### src/rtl/comp_set_pipe.sv
// comp_set_pipe: pipelined compare-and-set unit with a valid/ready handshake.
// Produces z = {0..0, hit} plus registered less/equal flags. PIPE selects
// one or two register stages. Ready propagates combinationally one level back.
module comp_set_pipe #(
    parameter int WIDTH = 32,
    parameter int PIPE  = 2
) (
    input  logic             clk,
    input  logic             rst_n,
    input  logic             in_valid,
    output logic             in_ready,
    input  logic [WIDTH-1:0] a,
    input  logic [WIDTH-1:0] b,
    input  logic [2:0]       ctrl,
    input  logic             sign_en,
    output logic             out_valid,
    input  logic             out_ready,
    output logic [WIDTH-1:0] z,
    output logic             flag_less,
    output logic             flag_eql
);

    // Signed compare = unsigned compare with both MSBs flipped.
    logic [WIDTH-1:0] a_cmp;
    logic [WIDTH-1:0] b_cmp;
    logic             cmp_less;
    logic             cmp_eql;
    logic             hit_q;
    logic             out_adv;

    assign a_cmp    = {a[WIDTH-1] ^ sign_en, a[WIDTH-2:0]};
    assign b_cmp    = {b[WIDTH-1] ^ sign_en, b[WIDTH-2:0]};
    assign cmp_less = a_cmp < b_cmp;
    assign cmp_eql  = a == b;

    // Output stage may take new data when empty or being drained this cycle.
    assign out_adv = !out_valid || out_ready;

    assign z = {{(WIDTH-1){1'b0}}, hit_q};

    // Compare-code decode: ctrl[2] selects equality tests, ctrl[1:0] orders.
    function automatic logic decode(input logic less, input logic eql,
                                    input logic [2:0] code);
        logic h;
        h = 1'b0;
        if (code[2]) begin
            h = code[0] ? !eql : eql;
        end else begin
            case (code[1:0])
                2'b00:   h = !less && !eql;
                2'b01:   h = !less;
                2'b10:   h = less;
                default: h = less || eql;
            endcase
        end
        return h;
    endfunction

    generate
        if (PIPE == 1) begin : g_pipe1
            assign in_ready = out_adv;

            // Single output register: compare and decode in the same cycle.
            always_ff @(posedge clk or negedge rst_n) begin
                if (!rst_n) begin
                    out_valid <= 1'b0;
                    hit_q     <= 1'b0;
                    flag_less <= 1'b0;
                    flag_eql  <= 1'b0;
                end else begin
                    if (out_adv) out_valid <= in_valid;
                    if (in_valid && out_adv) begin
                        hit_q     <= decode(cmp_less, cmp_eql, ctrl);
                        flag_less <= cmp_less;
                        flag_eql  <= cmp_eql;
                    end
                end
            end
        end else begin : g_pipe2
            logic       v1;
            logic       s1_less;
            logic       s1_eql;
            logic [2:0] s1_ctrl;

            // S1 is free when empty or when it hands off to S2 this cycle.
            assign in_ready = !v1 || out_adv;

            // Stage valids: each stage refills in the cycle it drains.
            always_ff @(posedge clk or negedge rst_n) begin
                if (!rst_n) begin
                    v1        <= 1'b0;
                    out_valid <= 1'b0;
                end else begin
                    if (in_ready) v1        <= in_valid;
                    if (out_adv)  out_valid <= v1;
                end
            end

            // S1 captures the raw compare result and the code to decode.
            always_ff @(posedge clk or negedge rst_n) begin
                if (!rst_n) begin
                    s1_less <= 1'b0;
                    s1_eql  <= 1'b0;
                    s1_ctrl <= 3'b000;
                end else if (in_valid && in_ready) begin
                    s1_less <= cmp_less;
                    s1_eql  <= cmp_eql;
                    s1_ctrl <= ctrl;
                end
            end

            // S2 decodes and holds the result while the consumer stalls.
            always_ff @(posedge clk or negedge rst_n) begin
                if (!rst_n) begin
                    hit_q     <= 1'b0;
                    flag_less <= 1'b0;
                    flag_eql  <= 1'b0;
                end else if (v1 && out_adv) begin
                    hit_q     <= decode(s1_less, s1_eql, s1_ctrl);
                    flag_less <= s1_less;
                    flag_eql  <= s1_eql;
                end
            end
        end
    endgenerate

endmodule

### config.mk
export PLATFORM = sky130hd
export DESIGN_NAME = comp_set_pipe
export DESIGN_NICKNAME = d
export VERILOG_FILES = /design/src/rtl/comp_set_pipe.sv
export SDC_FILE = /design/constraint.sdc
export NUM_CORES = 1
export LEC_CHECK = 0
export CAP_MARGIN = 30
export CORE_ASPECT_RATIO = 0.75
export CORE_UTILIZATION = 38
export DETAILED_ROUTE_END_ITERATION = 16
export GPL_ROUTABILITY_DRIVEN = 0
export GPL_TIMING_DRIVEN = 0
export PLACE_DENSITY = 0.95
export SYNTH_ARGS = -nofsm -noshare
export SYNTH_HDL_FRONTEND = slang
export SYNTH_SLANG_ARGS = --single-unit
export TNS_END_PERCENT = 20
### constraint.sdc
create_clock -name clk -period 2.3 [get_ports clk]
set_input_delay 0.69 -clock clk [delete_from_list [all_inputs] [get_ports clk]]
set_output_delay 0.69 -clock clk [all_outputs]
set_load 0.005 [all_outputs]
Word level (Yosys, flattened, before mapping)
Cells that the tools add are included.
{"block": "totals", "rom_bits": 0, "wordCells": 28, "regBits": 10, "ramBits": 0, "latchBits": 0, "n_memories": 0}
{"block": "classes", "eq_ne": 3, "div_mod_pow": 0, "n_mul": 0, "shift": 0, "add_sub_neg": 0, "muxes": 3, "bitwise_logic": 2, "magnitude_cmp": 1, "n_reduce_logical": 11}
{"operator": "equality test 32 bit", "count": 1}
{"operator": "less-than comparator 32 bit", "count": 1}
{"operator": "logical NOT 1 bit", "count": 4}
{"operator": "logical AND 1 bit", "count": 3}
{"operator": "logical OR 1 bit", "count": 3}
{"operator": "one-hot mux 1 bit (3 select lines)", "count": 1}
{"operator": "equality test 2 x 1 -> 1 bit (second input constant)", "count": 1}
{"operator": "equality test 2 bit (second input constant)", "count": 1}
{"operator": "logical NOT 2 bit", "count": 1}
{"operator": "2-to-1 mux 1 bit", "count": 2}
{"operator": "XOR 1 bit", "count": 2}

Logic depth before layout (Yosys ltp)
Gate-level depths: netlist of run 1.
{"block": "logic_depth", "depth_word": 4, "ltp_mapped": 7, "ltp_nobuf": 7}

Least setup slack after synthesis of run 1
No wires, ideal clock.
{"block": "synth_timing", "path_kind": "input port to flip-flop", "from": "input port b[5]", "to": "register g_pipe2.s1_less", "path_stages": 7, "t_arrival_ps": 2072, "setup_slack_ps": 124, "cell_sequence": "inv_1 > ha_1 > a21o_1 > a221o_1 > a221oi_2 > a31oi_1 > o41ai_2"}
{"block": "synth_via", "elab_chain_cells": 1}
{"item": "start, declared", "line_no": "13", "rtl": "input logic [WIDTH-1:0] b,"}
{"item": "less-than comparator 32 bit", "line_no": "33", "rtl": "assign cmp_less = a_cmp < b_cmp;"}
{"item": "end signal, assigned", "line_no": "106", "rtl": "s1_less <= cmp_less;"}
{"item": "end, declared", "line_no": "81", "rtl": "logic s1_less;"}
No other way between the ends.
A chain may end at the register's enable or synchronous reset.

Worst setup path after layout of run 1
{"block": "layout_timing", "from": "input port out_ready", "to": "output port in_ready"}
{"block": "layout_via", "elab_chain_cells": 2}
{"item": "start, declared", "line_no": "17", "rtl": "input logic out_ready,"}
{"item": "logical OR 1 bit", "line_no": "37", "rtl": "assign out_adv = !out_valid || out_ready;"}
{"item": "logical OR 1 bit", "line_no": "86", "rtl": "assign in_ready = !v1 || out_adv;"}
{"item": "end, declared", "line_no": "11", "rtl": "output logic in_ready,"}
No other way between the ends.

==> results of run 1 <==
## sequential cells by signal, summed over array words and instances (netlist names)
name	flops
flag_eql	1
flag_less	1
g_pipe2.s1_ctrl	3
g_pipe2.s1_eql	1
g_pipe2.s1_less	1
g_pipe2.v1	1
hit_q	1
out_valid	1
## final cells by class
type | count | area share
Multi-Input combinational cell | 137 | 0.432
Timing Repair Buffer | 77 | 0.303
Sequential cell | 10 | 0.0928
Buffer | 32 | 0.0891
Inverter | 32 | 0.0445
Tap cell | 52 | 0.0241
Clock buffer | 3 | 0.0153
## metal layers
metal  wire length, um  part of all wire  global-route usage  vias up
li1                  -                 -                   -      780
met1              1630              0.40               0.220      659
met2              2180              0.53               0.349       58
met3               180             0.044              0.0217       12
met4                88             0.022              0.0385        0
met5                 0                 0                   0        -
## critical path: stages
cell and delay (ps):
clkdlybuf4s50_1 410, nand3b_1 220, clkdlybuf4s15_1 240
## path summary, 6_finish.rpt
| path | start | to | slack [ps] | depth (start not counted) |
|---|---|---|---|---|
| min in group asynchronous | rst_n | flag_eql | 770 | 1 |
| min | hit_q | hit_q | 490 | 2 |
| max | out_ready | in_ready | 50 | 3 |
| max in group asynchronous | rst_n | g_pipe2.s1_less | 1220 | 1 |
| min reg2reg | hit_q | hit_q | 490 | 2 |
| max reg2reg | out_valid | g_pipe2.s1_less | 650 | 5 |
## cell families after synthesis
| family | synth area share |
|---|---|
| buf+inv | 0.243 |
| mux | 0.0446 |
| other cells | 0.00252 |
| compound gates | 0.128 |
| xor+xnor | 0.00590 |
| flops | 0.168 |
| simple gates | 0.147 |
| fa+ha+maj | 0.261 |
## per-stage QoR
stage | TNS (ps) | util | power, uW | std cells
2_1_floorplan | 0 | - | 416 | 211
3_3_place_gp | -901 | 0.654 | 589 | 339
3_5_place_dp | -985 | 0.654 | 604 | 339
4_1_cts | -118 | 0.668 | 786 | 342
5_1_grt | -45.9 | 0.727 | 885 | 343
6_report | 0 | 0.727 | 826 | 343
## layout by cell type (no fill, tap or decap), drive strengths merged, types with 5 or more instances in the layout
cell type and count:
nor2 6, dfrtp 10, dlymetal6s2s 19, mux2 5, inv 32, clkdlybuf4s50 56, conb 31, buf 33
ha 31, a21oi 10, nand2 12
## power groups by stage
| stage | Sequential [uW] | Clock [uW] | Combinational (uW) |
|---|---|---|---|
| 2_1_floorplan | 219 | 0 | 197 |
| 3_3_place_gp | 221 | 0 | 368 |
| 3_5_place_dp | 223 | 0 | 381 |
| 4_1_cts | 220 | 180 | 385 |
| 5_1_grt | 223 | 187 | 474 |
| 6_report | 220 | 178 | 428 |
## repair_timing
action                     4_1_cts  5_1_grt
setup endpoints to repair        3        3
hold endpoints to repair         0        0
pin swaps                        5       20
gates resized for setup          2       51
setup buffers                    0        1
==> results.json, run 1 <==
{
  "synth.distinct_cells": 34,
  "worstSetupPathType": "primary input to primary output",
  "port_buffers": 76,
  "num-fill-cells": 301,
  "hold_viol": 0,
  "antenna_found_initial": 0,
  "routed_via_density": 4.40,
  "p_sw_uw": 241,
  "num_vias": 1509,
  "syn-cell-area_mm2": 0.00149,
  "pwr-share-seq": 0.266,
  "p_per_area_mw_per_mm2": 306,
  "wl_mm": 4.09,
  "critPathLaunchType": "primary input",
  "antenna_left": 0,
  "multi_input_area_mm2": 0.00116,
  "synth_common_cells": "buf_4, inv_1, ha_1",
  "fin_hold_ws_ps": 491,
  "yosys.area.top_type": "ha_1",
  "synthTopCellsByArea": "ha_1, dfrtp_1, buf_4",
  "dieArea_mm2": 0.00417,
  "drive_above_1_share": 0.244,
  "clk_latency_ps": 230,
  "clk_path_buf_depth": 2,
  "synth_enable_flop_cells": 0,
  "ys_seq_elements": 10,
  "hp-class": "flop to flop",
  "grt_max_degree": 11,
  "status": "finished clean",
  "crit_required_ps": 1610,
  "ios": 108,
  "antenna_cells": 0,
  "hpwl_mm": 3.27,
  "cp_max_fo": 3,
  "drc": 0,
  "numCtsBuffers": 3,
  "fin_ws_ps": 51.5,
  "rows": 19,
  "cts_tree": "done",
  "fmaxAchievable_ghz": 0.445,
  "grt_pass1_wl_mm": 6.05,
  "fin_skew_ps": 4.14,
  "cts_root_buffer": "clkbuf_8",
  "cp.arrival_ps": 1560,
  "nets": 396,
  "fp.dieH_um": 56.1,
  "dpl_worst_slack_ps": -521,
  "dieWidth_um": 74.2,
  "p_sw_frac": 0.292,
  "regArea_um2": 250,
  "synth_top_area_share": 0.261,
  "ys.flop_type": "dfrtp_1",
  "avgSynthCellArea_um2": 8.21,
  "drt_iter0_markers": 35,
  "grt_setup_unrepaired": "yes",
  "grt_pass1_vias": 1413,
  "ys_async_sr_fraction": 1.00,
  "pwr-share-clk": 0.215,
  "power.leakage_uw": 0.00146,
  "period_share": 0.978,
  "setup_viol": 0,
  "max-vdd-ir-drop_v": 0.000180,
  "yosysWarnings": 0,
  "first_pass_iters": 4,
  "slew_viol_final": 0,
  "cp-end-kind": "primary output",
  "hold_buffers": 0,
  "start_util": 0.400,
  "detail_route.wl_per_cell_um": 11.9,
  "htreeDepth": 1,
  "clock_sinks": 10,
  "final_cell_area_mm2": 0.00270,
  "fp.coreArea_mm2": 0.00371,
  "area_growth_pct": 81.6,
  "place_area_mm2": 0.00242,
  "grt_usage": 0.186,
  "seq_area_frac_synth": 0.168,
  "clk_pin_slew_worst_paths_ps": 50,
  "internal_power_uw": 584,
  "power_frac_comb": 0.518,
  "maxCapViolations": 0,
  "postSynthCellCount": 181,
  "grt.overflow.total": 0,
  "period_needed_ps": 2250
}
Note: power is estimated with default switching activity, not from simulation.
==> inputs of run 2 (changes only) <==
RECOVER_POWER = 25   (was unset)
==> results.json, run 2 (synthesized netlist as in run 1, its figures left out) <==
{
  "clk_path_buf_depth": 2,
  "fin_skew_ps": 4.14,
  "hold_depth": 2,
  "dieWidth_um": 74.2,
  "dieArea_mm2": 0.00417,
  "fin_util": 0.727,
  "power.leakage_uw": 0.00146,
  "grt_pass1_wl_mm": 6.05,
  "htreeDepth": 1,
  "met2_wirelength_mm": 2.18,
  "area_growth_pct": 81.6,
  "nets": 396,
  "drive_above_1_share": 0.244,
  "numCtsBuffers": 3,
  "cp_max_fo": 3,
  "detail_route.wl_per_cell_um": 11.9,
  "cp-end-kind": "primary output",
  "largest_reg_flops": 3,
  "cts_tree": "done",
  "routed_via_density": 4.40,
  "hp-class": "flop to flop",
  "met3_length_um": 180,
  "hpwl_mm": 3.27,
  "pwr-share-clk": 0.215,
  "max-vdd-ir-drop_v": 0.000180,
  "fin_tns_setup_ps": 0,
  "clock_sinks": 10,
  "power_frac_comb": 0.518,
  "place_inst": 339,
  "p_sw_uw": 241,
  "fp.coreArea_mm2": 0.00371,
  "start_util": 0.400,
  "pwr-share-seq": 0.267,
  "power.total_uw": 825,
  "p_per_area_mw_per_mm2": 306,
  "ios": 108,
  "hold_buffers": 0,
  "grt_max_degree": 11,
  "drt_iter0_markers": 35,
  "internal_power_uw": 584,
  "rows": 19,
  "cp.arrival_ps": 1560,
  "grt_setup_unrepaired": "yes",
  "fp.dieH_um": 56.1,
  "crit_required_ps": 1610,
  "critPathLaunchType": "primary input",
  "first_pass_iters": 4,
  "instances_no_fill": 343,
  "p_sw_frac": 0.292,
  "drc": 0,
  "antenna_left": 0,
  "clk_pin_slew_worst_paths_ps": 50,
  "hold_viol": 0,
  "status": "finished clean",
  "layout_commonest_cell": "clkdlybuf4s50_1",
  "cts_root_buffer": "clkbuf_8",
  "grt.overflow.total": 0,
  "antenna_found_initial": 0,
  "wl_mm": 4.09,
  "grt_pass1_vias": 1413,
  "fmaxAchievable_ghz": 0.445,
  "clk_latency_ps": 230,
  "mostFrequentLayoutCells": "clkdlybuf4s50_1, buf_4, conb_1",
  "period_share": 0.978,
  "grt_usage": 0.186,
  "maxCapViolations": 0,
  "worstSetupPathType": "primary input to primary output",
  "setup_viol": 0,
  "regMostFlops": "g_pipe2.s1_ctrl",
  "topRoutingLayerUsed": "met4",
  "num_vias": 1509,
  "slew_viol_final": 0,
  "port_buffers": 76,
  "wl_met1_mm": 1.63,
  "reg2regPathDepth": 5,
  "antenna_cells": 0,
  "period_needed_ps": 2250,
  "num-fill-cells": 301
}
[run 2: cell types whose count changed in the layout (fill, tap and decap cells not counted), sizes merged]
cell	previous run	this run
clkdlybuf4s50	56	55
dlygate4sd3	0	1
[run 2: critical path: stages]
cell             delay (ps)
clkdlybuf4s50_1         410
nand3b_1                220
clkdlybuf4s15_1         240
[run 2: what timing repair did]
item / CTS / global route
setup endpoints to repair: 3 / 3
gates resized for setup: 2 / 51
gates cloned: 0 / 0
pin swaps: 5 / 20
endpoints found under the hold margin: 0 / 0
buffers inserted: 0 / 1
[run 2: per-stage QoR]
stage	cell area [um^2]	worst slack (ps)	hold slack, ps
6_report	2700	51.5	491
5_1_grt	2700	-31.2	518
4_1_cts	2480	-118	492
3_5_place_dp	2420	-521	478
3_3_place_gp	2420	-465	461
2_1_floorplan	1600	124	394
[run 2: routing by layer]
| metal | GRT usage | vias up |
|---|---|---|
| met4 | 0.0385 | 0 |
| met3 | 0.0217 | 12 |
| met1 | 0.220 | 659 |
| met5 | 0 | - |
| met2 | 0.349 | 58 |
| li1 | - | 780 |
[run 2: worst paths after layout]
kind / endpoint / slack (ps) / start
worst max-delay path: in_ready / 50 / out_ready
worst min-delay path: hit_q / 490 / hit_q
worst max register to register: g_pipe2.s1_less / 650 / out_valid
worst min register to register: hit_q / 490 / hit_q
max in group asynchronous: g_pipe2.s1_less / 1140 / rst_n
min in group asynchronous: flag_eql / 840 / rst_n
[run 2: layout make-up]
type,instances,area [um^2],share of cell area
buffer,32,240,0.0891
clock buffer,3,41.3,0.0153
inverter,32,120,0.0445
multi-input combinational,137,1160,0.432
sequential,10,250,0.0928
tap,52,65.1,0.0241
timing repair buffer,77,816,0.303
[run 2: power groups by stage]
stage                     sequential [uW]  combinational, uW  clock (uW)
after global placement                221                368           0
after detailed placement              223                381           0
final                                 220                428         178
after floorplan                       219                197           0
after global routing                  223                474         187
after CTS                             220                385         180
==> inputs of run 3 (changes only) <==
ABC_CLOCK_PERIOD_IN_PS = 2300   (was unset)
CORE_UTILIZATION = 55   (was 38)
DONT_BUFFER_PORTS = 1   (was unset)
PLACE_DENSITY = 0.81   (was 0.95)
==> results.json, run 3 (synthesized netlist as in run 1, its figures left out) <==
{
  "numCtsBuffers": 3,
  "antenna_cells": 0,
  "regMostFlops": "g_pipe2.s1_ctrl",
  "multi_input_area_um2": 987,
  "regArea_um2": 250,
  "fin_ws_ps": 276,
  "status": "finished clean",
  "grt_usage": 0.196,
  "reg2regPathDepth": 5,
  "fp.coreArea_mm2": 0.00242,
  "dpl_worst_slack_ps": 1.20,
  "fin_hold_ws_ps": 111,
  "num-fill-cells": 195,
  "detail_route.wl_per_cell_um": 11.7,
  "fin_tns_setup_ps": 0,
  "hold_buffers": 0,
  "largest_reg_flops": 3,
  "drc": 0,
  "post-cts-setup-buffers": 0,
  "htreeDepth": 1,
  "power.leakage_uw": 0.000983,
  "dieArea_mm2": 0.00291,
  "max_stage_delay_ps": 340,
  "grt_pass1_wl_mm": 4.17,
  "start_util": 0.613,
  "cp_num_buf_inv": 1,
  "num_vias": 1209,
  "grt.overflow.total": 0,
  "antenna_found_initial": 0,
  "cpLargestDelayFamily": "compound AO/OA/AOI/OAI gates",
  "grt_pass1_vias": 1130,
  "fp.dieH_um": 47,
  "clk_path_buf_depth": 2,
  "cp_max_fo": 2,
  "period_share": 0.880,
  "p_per_area_mw_per_mm2": 342,
  "clk_pin_slew_worst_paths_ps": 60,
  "hold_viol": 0,
  "fmaxAchievable_ghz": 0.494,
  "grt_max_degree": 11,
  "cts_resized": 0,
  "cts_tree": "done",
  "setup_viol": 0,
  "area_growth_pct": 12.0,
  "mostFrequentLayoutCells": "inv_1, buf_4, ha_1, conb_1, nand2_1",
  "hp-class": "primary input to asynchronous set/reset pin",
  "power.total_uw": 569,
  "routed_via_density": 4.88,
  "maxCapViolations": 0,
  "rows": 15,
  "crit_cells": 7,
  "dieWidth_um": 62.0,
  "drive_above_1_share": 0.196,
  "period_needed_ps": 2020,
  "ios": 108,
  "slew_viol_final": 0,
  "path_cells": "inv_1, ha_1, a21o_1, a221o_1, a221oi_2, a31oi_1, o41ai_2",
  "grt_setup_unrepaired": "no",
  "nets": 319,
  "fin_skew_ps": 3.73,
  "hpwl_mm": 2.69,
  "r2r_setup_slack_ps": 540,
  "clk_latency_ps": 270,
  "port_buffers": 0,
  "drt_iter0_markers": 25,
  "max-vdd-ir-drop_v": 0.000130,
  "cp.arrival_ps": 2190,
  "antenna_left": 0,
  "wl_mm": 2.89,
  "worstSetupPathType": "primary input to flop",
  "first_pass_iters": 4,
  "cts_root_buffer": "clkbuf_4",
  "clock_sinks": 10,
  "critPathLaunchType": "primary input",
  "crit_required_ps": 2470,
  "cp-end-kind": "flop",
  "crit_slowest_cell": "a221o_1"
}
[run 3: power breakdown]
part | switching, uW | total [uW] | internal (uW)
clock | 55.4 | 116 | 60.2
combinational | 107 | 231 | 124
sequential | 22.3 | 222 | 200
[run 3: layer usage]
| layer | GRT usage | up-vias | wire length, um |
|---|---|---|---|
| met1 | 0.189 | 520 | 1070 |
| met5 | 0 | - | 0 |
| met2 | 0.391 | 61 | 1510 |
| li1 | - | 622 | - |
| met4 | 0.0844 | 0 | 44 |
| met3 | 0.0551 | 6 | 264 |
[run 3: area by class of cell]
type | instances | area share
multi-input combinational | 137 | 0.594
sequential | 10 | 0.150
buffer | 32 | 0.144
inverter | 32 | 0.0722
tap | 34 | 0.0256
clock buffer | 3 | 0.0135
[run 3: stage by stage]
step                       util  cells  instance area [um^2]
after floorplan               -    211                  1600
after global placement    0.678    245                  1640
after detailed placement  0.678    245                  1640
after CTS                 0.687    248                  1660
after global routing      0.687    248                  1660
final                     0.687    248                  1660
[run 3: worst paths after layout]
check,start,end
max in group asynchronous,rst_n,g_pipe2.s1_eql
setup reg to reg,out_valid,g_pipe2.s1_less
hold / removal,rst_n,hit_q
hold reg to reg,hit_q,hit_q
setup / recovery,b[5],g_pipe2.s1_less
min in group clk,hit_q,hit_q
